<file path="src/rtl/stw_lap_control.sv">
// stw_lap_control: stopwatch run/clear FSM with button synchronisers and a lap capture/recall buffer.
// Ports: i_clk, i_rst_n (async, active-low); i_sw_f1/f2/f3 start-stop, lap-clear, recall buttons;
// i_stw_time counter value; o_stw_on count enable; o_stw_rst_n counter clear; o_lap_cnt laps stored;
// o_lap_sel shown lap index; o_lap_time shown lap value; o_lap_view show lap; o_lap_ovf sticky lap drop.
module stw_lap_control #(
  parameter int TIME_W      = 24,
  parameter int LAP_DEPTH   = 8,
  parameter int SYNC_STAGES = 2,
  localparam int CW = $clog2(LAP_DEPTH + 1),
  localparam int SW = (LAP_DEPTH > 1) ? $clog2(LAP_DEPTH) : 1
) (
  input  logic              i_clk,
  input  logic              i_rst_n,
  input  logic              i_sw_f1,
  input  logic              i_sw_f2,
  input  logic              i_sw_f3,
  input  logic [TIME_W-1:0] i_stw_time,
  output logic              o_stw_on,
  output logic              o_stw_rst_n,
  output logic [CW-1:0]     o_lap_cnt,
  output logic [SW-1:0]     o_lap_sel,
  output logic [TIME_W-1:0] o_lap_time,
  output logic              o_lap_view,
  output logic              o_lap_ovf
);
  typedef enum logic [1:0] {IDLE, RUN, PAUSE} state_t;
  state_t            r_state, w_state;
  logic [2:0]        r_sync [SYNC_STAGES];
  logic [2:0]        r_prev;
  logic [2:0]        w_rise;
  logic              w_e1, w_e2, w_e3, w_recall, w_wr;
  logic [CW-1:0]     r_lap_cnt, w_cnt;
  logic [SW-1:0]     r_lap_sel, w_sel;
  logic              r_lap_view, w_view, r_lap_ovf, w_ovf;
  logic [TIME_W-1:0] r_lap_mem [LAP_DEPTH];
  assign w_rise = r_sync[SYNC_STAGES-1] & ~r_prev;
  // same-cycle edges resolve F1 > F2 > F3; losers are dropped
  assign w_e1 = w_rise[0];
  assign w_e2 = w_rise[1] & ~w_rise[0];
  assign w_e3 = w_rise[2] & ~w_rise[1] & ~w_rise[0];
  assign w_recall = w_e3 && r_state != RUN && r_lap_cnt != '0;
  always_comb begin
    w_state = r_state;
    w_cnt   = r_lap_cnt;
    w_sel   = r_lap_sel;
    w_view  = r_lap_view;
    w_ovf   = r_lap_ovf;
    w_wr    = 1'b0;
    if (w_e1 || w_e2) begin
      w_view = 1'b0;
      w_sel  = '0;
    end
    case (r_state)
      IDLE: if (w_e1) begin
        w_state = RUN;
        w_cnt   = '0;
        w_ovf   = 1'b0;
      end
      RUN: if (w_e1) w_state = PAUSE;
        else if (w_e2) begin
          if (r_lap_cnt == CW'(LAP_DEPTH)) w_ovf = 1'b1;
          else begin
            w_wr  = 1'b1;
            w_cnt = r_lap_cnt + CW'(1);
          end
        end
      PAUSE: if (w_e1) w_state = RUN;
        else if (w_e2) begin
          w_state = IDLE;
          w_cnt   = '0;
          w_ovf   = 1'b0;
        end
      default: w_state = IDLE;
    endcase
    if (w_recall) begin
      w_view = 1'b1;
      w_sel  = !r_lap_view ? '0 : (CW'(r_lap_sel) == r_lap_cnt - CW'(1)) ? '0 : r_lap_sel + SW'(1);
    end
  end
  always_ff @(posedge i_clk or negedge i_rst_n) begin
    if (!i_rst_n) begin
      for (int i = 0; i < SYNC_STAGES; i++) r_sync[i] <= '0;
      r_prev     <= '0;
      r_state    <= IDLE;
      r_lap_cnt  <= '0;
      r_lap_sel  <= '0;
      r_lap_view <= 1'b0;
      r_lap_ovf  <= 1'b0;
    end else begin
      r_sync[0] <= {i_sw_f3, i_sw_f2, i_sw_f1};
      for (int i = 1; i < SYNC_STAGES; i++) r_sync[i] <= r_sync[i-1];
      r_prev     <= r_sync[SYNC_STAGES-1];
      r_state    <= w_state;
      r_lap_cnt  <= w_cnt;
      r_lap_sel  <= w_sel;
      r_lap_view <= w_view;
      r_lap_ovf  <= w_ovf;
    end
  end
  // lap storage needs no reset: reads are masked until a lap is written
  always_ff @(posedge i_clk) begin
    if (w_wr) r_lap_mem[SW'(r_lap_cnt)] <= i_stw_time;
  end
  assign o_stw_on    = r_state == RUN;
  assign o_stw_rst_n = r_state != IDLE;
  assign o_lap_cnt   = r_lap_cnt;
  assign o_lap_sel   = r_lap_sel;
  assign o_lap_view  = r_lap_view;
  assign o_lap_ovf   = r_lap_ovf;
  assign o_lap_time  = (r_lap_cnt == '0) ? '0 : r_lap_mem[r_lap_sel];
endmodule

</file>
<file path="config.mk">
export PLATFORM = sky130hd
export DESIGN_NAME = stw_lap_control
export DESIGN_NICKNAME = d
export VERILOG_FILES = /design/src/rtl/stw_lap_control.sv
export SDC_FILE = /design/constraint.sdc
export NUM_CORES = 1
export LEC_CHECK = 0
export BUFFER_PORTS_ARGS = -buffer_cell sky130_fd_sc_hd__buf_4
export CAP_MARGIN = 20
export CORE_MARGIN = 2
export CORE_UTILIZATION = 40
export CTS_CLUSTER_SIZE = 40
export DETAILED_ROUTE_END_ITERATION = 12
export SETUP_SLACK_MARGIN = 0.2
export SLEW_MARGIN = 20
export SYNTH_ARGS = -nofsm -noshare
export SYNTH_HDL_FRONTEND = slang
export SYNTH_SLANG_ARGS = --single-unit
</file>
<file path="constraint.sdc">
create_clock -name i_clk -period 9.45 [get_ports i_clk]
set_clock_uncertainty 0.15 [all_clocks]
set_input_delay 0.945 -clock i_clk [delete_from_list [all_inputs] [get_ports i_clk]]
set_output_delay 0.945 -clock i_clk [all_outputs]
set_load 0.01 [all_outputs]
</file>
==> results of run 1 <==
-- cell type report --
cell class                      count  area (µm²)
Inverter                            4        15.0
Multi-Input combinational cell    163        1940
Sequential cell                   212        6270
Fill cell                        1702       10500
Clock buffer                       30         612
Timing Repair Buffer               75         583
Tap cell                          270         338
Clock inverter                     11        85.1
-- power by group through the flow --
stage | clock [W] | combinational, W | sequential, W
floorplan | 0 | 0.000181 | 0.00108
detailed placement | 0 | 0.000325 | 0.00110
finish | 0.000827 | 0.000322 | 0.00108
global route | 0.000883 | 0.000355 | 0.00108
CTS | 0.000846 | 0.000327 | 0.00108
global placement | 0 | 0.000322 | 0.00110
-- sequential cells by signal (all words and copies together) (netlist names) --
name,flops
r_state,2
o_lap_sel,3
r_prev,3
r_lap_mem,192
r_sync,6
o_lap_view,1
o_lap_cnt,4
o_lap_ovf,1
-- how the worst max path moves through the flow --
stage / from / end / slack [ps] / depth (start not counted)
finish: o_lap_cnt[0] / o_lap_time[11] / 5560 / 6
global route: o_lap_cnt[0] / o_lap_time[11] / 5350 / 6
CTS: o_lap_cnt[1] / o_lap_time[11] / 5480 / 6
detailed placement: o_lap_cnt[0] / o_lap_time[11] / 6030 / 6
global placement: o_lap_sel[0] / o_lap_time[1] / 6040 / 4
floorplan: o_lap_cnt[0] / r_lap_mem[3][0] / 5910 / 6
-- worst max-delay path: stages, from the launching register on --
cell     delay [ps]
dfrtp_1         500
inv_1           210
ha_1            260
nor3b_4         680
buf_4           370
nor2_1          100
buf_4           150
-- layout by cell type, fill, tap and decap left out, drive strengths merged, types with 2 or more instances in the layout --
cell	count
ha	4
nor2b	4
clkbuf	30
xor2	3
inv	6
a21oi	2
clkinv	8
or2	2
mux2i	25
a31oi	2
nor2	30
mux4	48
o21ai	3
buf	75
nand2	12
nand3	5
edfxtp	192
nor3b	2
dfrtp	20
nor3	5
xnor2	2
and3	2
o21a	2
mux2	2
-- stage by stage --
step | setup slack (ps) | total power, W
CTS | 5480 | 0.00225
finish | 5560 | 0.00222
global route | 5350 | 0.00232
detailed placement | 6030 | 0.00142
global placement | 6040 | 0.00142
floorplan | 5910 | 0.00126
-- cell families (layout without fill, tap and decap cells) --
group / Yosys count / after routing / share of synthesized area
DFF: 212 / 212 / 0.753
muxes: 75 / 75 / 0.163
and+or+nand+nor: 66 / 66 / 0.0430
buffers and inverters: 24 / 120 / 0.0171
AOI/OAI and AO/OA: 13 / 13 / 0.0128
xor gates and xnor gates: 5 / 5 / 0.00526
adders and majority gates: 4 / 4 / 0.00602
-- metal layers --
layer / track usage / routed length [µm] / vias to the layer above / share of wire
li1: - / - / 1771 / -
met1: 0.196 / 6960 / 2054 / 0.43
met2: 0.268 / 8180 / 74 / 0.51
met3: 0.0270 / 512 / 28 / 0.032
met4: 0.0424 / 355 / 0 / 0.022
met5: 0 / 0 / - / 0
==> metrics.md, run 1 <==
| Metric | Value |
|---|---|
| Status | `finished, final reports clean` |
| Combinational power share | `0.145` |
| Synth area leaders | `edfxtp_1 (69%), mux4_2 (13%), dfrtp_1 (6.0%), mux2i_1 (3.0%), nor2_1 (1.4%)` |
| Clock latency on the worst-skew pair | `about 500 ps` |
| Minimum clock period | `around 3900 ps` |
| Cells after DPL | `723` |
| Min-Delay Path Class | `in -> async` |
| WL per Instance | `20.9 µm` |
| Layout cell share with drive strength beyond 1 | `0.362` |
| Top-count cell post-synth | `edfxtp_1` |
| Setup CP Type | `reg -> out` |
| Nets | `512` |
| Syn Inst Count | `399` |
| Power density cells | `roughly 230 mW/mm²` |
| WP data required | `8360 ps` |
| RR Endpoint | `r_lap_mem[0][15]` |
| Core area | `0.0203 mm²` |
| Number of max-cap violations | `0` |
| Setup crit start kind | `flip-flop` |
| YS warnings | `0` |
| DR pass1 iterations | `4` |
| Top cell type's share of synthesized area | `0.693` |
| Post-route antenna net violation count | `0` |
| Leading area contributor after synthesis | `edfxtp_1` |
| Initial antenna violation count | `0` |
| Global route overflow | `0` |
| Sequential share of power | `0.484` |
| Design Area, Final | `0.00984 mm²` |
| Clock share of power | `0.372` |
| Full die area | `around 0.022 mm²` |
| Postcts setup bufs | `0` |
| Placed Area | `slightly above 0.009 mm²` |
| Switching power | `0.000547 W` |
| # resized after CTS | `0` |
| IO buf count | `63` |
| Starting Density | `0.410` |
| Worst R2R Setup Slack | `6530 ps` |
| Final core utilization | `0.485` |
| Arr. time, crit path | `2800 ps` |
| Final Max Slew Viols | `0` |
| Final Hold Slack | `166 ps` |
| Seq cells post-synth | `212` |
| Worst-margin pin slew | `1030 ps` |
| Vias per std cell | `between 5 and 6` |
| Final hold violations | `0` |
| Worst vdd ir | `0.000130 V` |
| Antenna fix cells | `0` |
| Die Width | `148 µm` |
| Worst R2R Start | `o_lap_cnt[0]` |
| Row cnt | `52` |
| Post-synth top cells | `edfxtp_1 (192), mux4_2 (48), nor2_1 (30)` |
| Largest net degree at the start of global routing | `54` |
| Mapped Avg Cell Area | `20.9 µm²` |
| Slew HR | `0.314` |
| IO Pins | `64` |
| Inserted Clock Buffers | `23` |
| P_int | `0.00168 W` |
| Yosys cell types | `39` |
| Longest Clk Path Bufs | `3` |
| CTS Hold Buffers Added | `0` |
| Setup tns final | `0 ps` |
| Placer Congestion | `roughly 0.71` |
| CTS root buf | `clkbuf_16` |
| Total track usage | `0.152` |
| First-pass GRT wire length | `roughly 25 mm` |
| Ys flop type | `edfxtp_1` |
| Post-Syn Nets | `432` |
| Finished Layout Cells | `765` |
| Crit. End Element | `output pin` |
| Leak | `3.25 nW` |
| Die Ht | `148 µm` |
| DRC | `0` |
| R2R cell count | `6` |
| EDFF count, synth | `192` |
| Final setup violation count | `0` |
| Async S/R FF share, synth | `0.0943` |
| RSZ-0062 raised after global routing | `no` |
| WL final | `16.0 mm` |
| Sequential cell area fraction in the yosys report | `0.753` |
| Area Growth Syn to Fin | `18.3%` |
| Post-DP HPWL | `9.05 mm` |
| CTS tree | `done` |
| Peak Freq | `~260 MHz` |
| H-tree Lvls | `1` |
| DRT iter0 DRCs | `~240` |
| Via Count | `roughly 3900` |
| CP max FO | `14` |
| Clk sink count | `212` |
| Clk slew on worst S/H paths | `60 ps` |
| Mapped Area | `0.00832 mm²` |
| Tcrit/Tclk final | `0.412` |
| Vias in the first global route | `4308` |
| Switch share | `0.246` |
(Power assumes the default switching activity.)
==> run 2, diff against run 1 <==
==> constraint.sdc (replaced) <==
create_clock -name i_clk -period 3.7 [get_ports i_clk]
set_clock_uncertainty 0.15 [all_clocks]
set_input_delay 0.37 -clock i_clk [delete_from_list [all_inputs] [get_ports i_clk]]
set_output_delay 0.37 -clock i_clk [all_outputs]
set_load 0.01 [all_outputs]
==> run 2 against run 1 <==
  * Clock-buffer cell count unchanged
  * Non-clock buffer count increased by 34
  * Sequential share of layout area decreased by 2.2 points
  * Final area increased by 3.6%
  * Routed wire length decreased by 2.7%
  * Critical path type unchanged
  * Power increased to 2.6 times the previous value
  * Highest routed layer unchanged
==> metrics.md, run 2 (synthesized netlist as in run 1, its figures left out) <==
| Metric | Value |
|---|---|
| RSZ-0062 raised after global routing | `no` |
| Arr. time, crit path | `2460 ps` |
| CTS root buf | `clkbuf_16` |
| IO Pins | `64` |
| DRC | `0` |
| Minimum clock period | `2980 ps` |
| Final hold violations | `0` |
| Cell chain of the critical path | `buf_4, mux4_2, mux2i_1, nor2_1, buf_4` |
| Largest net degree at the start of global routing | `30` |
| DR pass1 iterations | `5` |
| Nets | `547` |
| Leak | `3.41 nW` |
| Initial antenna violation count | `0` |
| Row cnt | `52` |
| Min-Delay Path Class | `in -> async` |
| Commonest non-fill, non-tap cell in the layout | `edfxtp_1` |
| Inserted Clock Buffers | `24` |
| Commonest cells after routing, fill and taps aside | `edfxtp_1 (192), buf_4 (80), mux4_2 (48)` |
| Global route overflow | `0` |
| DRT iter0 DRCs | `298` |
| First-pass GRT wire length | `around 24 mm` |
| WP data required | `3180 ps` |
| H-tree Lvls | `1` |
| Peak Freq | `336 MHz` |
| Clock latency on the worst-skew pair | `about 500 ps` |
| WL per Instance | `19.4 µm` |
| Post-DP HPWL | `9.78 mm` |
| Placer Congestion | `0.794` |
| CP top delay family | `multiplexers` |
| Setup tns final | `0 ps` |
| Core area | `0.0203 mm²` |
| Multi-input logic area | `0.00194 mm²` |
| Die Width | `148 µm` |
| Starting Density | `0.410` |
| Cells after DPL | `between 700 and 800` |
| Status | `finished, final reports clean` |
| Post-route antenna net violation count | `0` |
| Max reg flops | `192` |
| Most common cell on crit path | `buf_4` |
| Full die area | `0.0220 mm²` |
| Vias per std cell | `5.06` |
| Setup CP Type | `reg -> out` |
| Buf/Inv on CP | `2` |
| Finished Layout Cells | `roughly 800` |
| Vias in the first global route | `4408` |
| CP max FO | `19` |
| Via Count | `4061` |
| Sequential cell area | `approximately 0.0063 mm²` |
| Area Growth Syn to Fin | `22.6%` |
| Total track usage | `0.146` |
| Crit. End Element | `output pin` |
| Postcts setup bufs | `0` |
| Slew HR | `0.390` |
| Worst vdd ir | `0.000382 V` |
| Setup crit start kind | `flip-flop` |
| Final setup violation count | `0` |
| Longest Clk Path Bufs | `3` |
| IO buf count | `63` |
| Layout cell share with drive strength beyond 1 | `0.353` |
| Filler cell count | `1689` |
| Clk sink count | `212` |
| Tcrit/Tclk final | `0.805` |
| Final core utilization | `0.503` |
| Worst-margin pin slew | `between 900 and 1000 ps` |
| Power density cells | `~560 mW/mm²` |
| Number of max-cap violations | `0` |
| Die Ht | `148 µm` |
| Final Max Slew Viols | `0` |
| Clk slew on worst S/H paths | `~60 ps` |
| Slowest cell on the critical path | `dfrtp_4` |
| WL final | `15.6 mm` |
| Antenna fix cells | `0` |
| Reg with most FFs | `r_lap_mem` |
| CTS tree | `done` |
| Slowest stage delay, CP | `670 ps` |
[run 2: cell types whose count changed in the layout (fill, tap and decap cells not counted), moves of 2 or more]
cell / previous run / this run
dlygate4sd3_1: 0 / 28
buf_4: 74 / 80
clkinv_2: 4 / 6
clkinv_8: 0 / 2
[run 2: area by class of cell]
type / count / share of cell area
clock buffers: 30 / 0.0611
flip-flops and latches: 212 / 0.615
multi-input cells: 163 / 0.190
clock inverters: 14 / 0.0113
inverters: 4 / 0.00147
repair buffers: 109 / 0.0883
well taps: 270 / 0.0331
[run 2: through the flow]
step | setup slack (ps) | instance area (µm²) | hold slack, ps | total power (W)
4_1_cts | 646 | 10200 | 126 | 0.00584
6_report | 720 | 10200 | 148 | 0.00576
3_3_place_gp | 1070 | 9190 | 105 | 0.00362
5_1_grt | 533 | 10200 | 163 | 0.00601
2_1_floorplan | 159 | 8320 | -75.6 | 0.00323
3_5_place_dp | 973 | 9190 | 113 | 0.00364
[run 2: path summary, 6_finish.rpt]
path                              start                to  slack (ps)  depth (start not counted)
max in group asynchronous       i_rst_n      o_lap_sel[0]        3020                          2
hold / removal                  i_rst_n      o_lap_cnt[1]         150                          2
setup reg to reg           o_lap_cnt[0]  r_lap_mem[1][11]         980                          6
setup / recovery           o_lap_sel[0]     o_lap_time[2]         720                          5
min in group i_clk            r_sync[4]         r_sync[1]         200                          0
hold reg to reg               r_sync[4]         r_sync[1]         200                          0
[run 2: timing repair]
action                    4_1_cts  5_1_grt
resized for setup               0        0
hold endpoints to repair      215        0
hold buffers                   28        0
[run 2: layer usage]
layer / vias to the layer above / part of all wire / global-route usage
li1: 1844 / - / -
met1: 2099 / 0.43 / 0.193
met2: 95 / 0.51 / 0.248
met3: 23 / 0.038 / 0.0212
met4: 0 / 0.021 / 0.0500
met5: - / 0 / 0
[run 2: report_power, final]
group          total (W)  internal (W)  switching, W
clock network    0.00216       0.00127      0.000892
registers        0.00275       0.00268     0.0000673
logic           0.000852      0.000401      0.000451
==> run 3, diff against run 2 <==
==> constraint.sdc (replaced) <==
create_clock -name i_clk -period 2.8 [get_ports i_clk]
set_clock_uncertainty 0.15 [all_clocks]
set_input_delay 0.28 -clock i_clk [delete_from_list [all_inputs] [get_ports i_clk]]
set_output_delay 0.28 -clock i_clk [all_outputs]
set_load 0.01 [all_outputs]
==> run 3 against run 2 <==
  * Critical path depth up 1
  * Largest power group unchanged
  * Worst setup slack worse by 490 ps
  * Register-to-register slack worse by 460 ps
==> metrics.md, run 3 (synthesized netlist as in run 1, its figures left out) <==
| Metric | Value |
|---|---|
| Most common cell on crit path | `buf_4` |
| Minimum clock period | `2570 ps` |
| Post-DP HPWL | `9.59 mm` |
| Slowest stage delay, CP | `490 ps` |
| Worst-margin pin slew | `~430 ps` |
| Commonest cells after routing, fill and taps aside | `edfxtp_1 (192), buf_4 (82), mux4_2 (48)` |
| Die Ht | `about 150 µm` |
| IO Pins | `64` |
| IO buf count | `63` |
| Slew HR | `0.714` |
| Crit. End Element | `output pin` |
| Final setup violation count | `0` |
| Via Count | `4111` |
| Clk sink count | `around 210` |
| Core area | `0.0203 mm²` |
| Die Width | `148 µm` |
| Final Max Slew Viols | `0` |
| First-pass GRT wire length | `25.6 mm` |
| DRT iter0 DRCs | `230` |
| Final hold violations | `0` |
| WP data required | `2370 ps` |
| WL final | `16.7 mm` |
| Leak | `3.53 nW` |
| DRC | `0` |
| Starting Density | `0.410` |
| Global route overflow | `0` |
| Setup crit start kind | `flip-flop` |
| Sequential share of power | `0.461` |
| Power density cells | `744 mW/mm²` |
| RR Endpoint | `r_lap_mem[2][16]` |
| Reg with most FFs | `r_lap_mem` |
| H-tree Lvls | `1` |
| CTS tree | `done` |
| Largest net degree at the start of global routing | `25` |
| Placer Congestion | `0.808` |
| Antenna fix cells | `0` |
| Clock latency on the worst-skew pair | `490 ps` |
| Worst vdd ir | `0.000426 V` |
| Row cnt | `52` |
| Switching power | `0.00187 W` |
| CP max FO | `4` |
| Initial antenna violation count | `0` |
| Vias per std cell | `5.05` |
| Switch share | `0.240` |
| Inserted Clock Buffers | `22` |
| Area Growth Syn to Fin | `26.0%` |
| Slowest cell on the critical path | `dfrtp_4` |
| Status | `finished, final reports clean` |
| Post-route antenna net violation count | `0` |
| Full die area | `0.0220 mm²` |
| Crit path launch | `o_lap_sel[0]` |
| Vias in the first global route | `4500` |
| P_int | `just under 0.006 W` |
| RSZ-0062 raised after global routing | `yes` |
| Clk slew on worst S/H paths | `60 ps` |
| Filler cell count | `1659` |
| Worst R2R Setup Slack | `520 ps` |
| Longest Clk Path Bufs | `3` |
| Peak Freq | `388 MHz` |
| WL per Instance | `20.5 µm` |
| Layout cell share with drive strength beyond 1 | `0.371` |
| Max reg flops | `192` |
| Cell chain of the critical path | `buf_4, buf_6, mux4_2, mux2i_2, nor2_1, buf_4` |
| CP endpoint | `o_lap_time[11]` |
| Combinational power share | `0.158` |
| Total track usage | `0.154` |
| Commonest non-fill, non-tap cell in the layout | `edfxtp_1` |
| Clock share of power | `0.380` |
| R2R cell count | `5` |
| Final core utilization | `0.516` |
| Arr. time, crit path | `2140 ps` |
| Min-Delay Path Class | `in -> async` |
| Worst R2R Start | `r_state[0]` |
| Final Hold Slack | `54.6 ps` |
| Nets | `about 560` |
| Tcrit/Tclk final | `0.919` |
| Setup CP Type | `reg -> out` |
| CTS root buf | `clkbuf_16` |
| DR pass1 iterations | `4` |
| Number of max-cap violations | `0` |
-- run 3: cell count changes in the layout (fill, tap and decap cells not counted), sizes merged --
cell,before,now
clkinvlp,1,2
clkinv,12,9
clkbuf,30,27
bufinv,1,4
buf,81,95
-- run 3: worst min-delay path by stage --
| stage | cells after the start | from | endpoint | slack [ps] |
|---|---|---|---|---|
| 4_1_cts | 2 | i_rst_n | o_lap_cnt[1] | 40 |
| 2_1_floorplan | 0 | i_rst_n | o_lap_cnt[0] | -170 |
| 3_3_place_gp | 1 | i_rst_n | r_sync[4] | 20 |
| 6_report | 2 | i_rst_n | r_sync[1] | 50 |
| 5_1_grt | 2 | i_rst_n | o_lap_cnt[1] | 80 |
| 3_5_place_dp | 1 | i_rst_n | r_sync[4] | 20 |
-- run 3: stage by stage --
step,cells,cell area [µm²],setup WS (ps),total power [W],setup TNS [ps]
finish,814,10500,226,0.00780,0
global route,814,10500,133,0.00810,0
CTS,808,10400,171,0.00785,0
detailed placement,735,9290,513,0.00486,0
global placement,735,9290,563,0.00483,0
floorplan,399,8340,-113,0.00428,-5940
-- run 3: metal layers --
metal	routed length [µm]	track usage	vias to the layer above
met5	0	0	-
met4	273	0.0414	0
met3	733	0.0255	20
met2	8620	0.270	88
met1	7040	0.199	2142
li1	-	-	1861
-- run 3: layout make-up --
cell class,instances,area [µm²],area share
flip-flops and latches,212,6280,0.599
multi-input cells,163,1970,0.188
clock inverters,15,183,0.0174
well taps,270,338,0.0322
clock buffers,25,562,0.0536
repair buffers,125,1140,0.109
inverters,4,15.0,0.00143
-- run 3: worst max-delay path: cells and delay by family (launching register included) --
family / cells / cell delay [ps]
AND/OR/NAND/NOR: 1 / 70
flip-flops: 1 / 490
buffers and inverters: 3 / 430
multiplexers: 2 / 650
-- run 3: power by group through the flow --
stage	Combinational [W]	Clock, W	Sequential, W
6_report	0.00123	0.00297	0.00360
5_1_grt	0.00134	0.00315	0.00361
3_3_place_gp	0.00117	0	0.00366
2_1_floorplan	0.000621	0	0.00366
3_5_place_dp	0.00119	0	0.00367
4_1_cts	0.00123	0.00302	0.00360
-- run 3: what timing repair did --
item,in CTS,in global routing
resized for setup,2,11
hold endpoints to repair,215,0
endpoints found under the setup margin,22,19
setup buffers,5,3
cloned,0,3
hold buffers,28,0
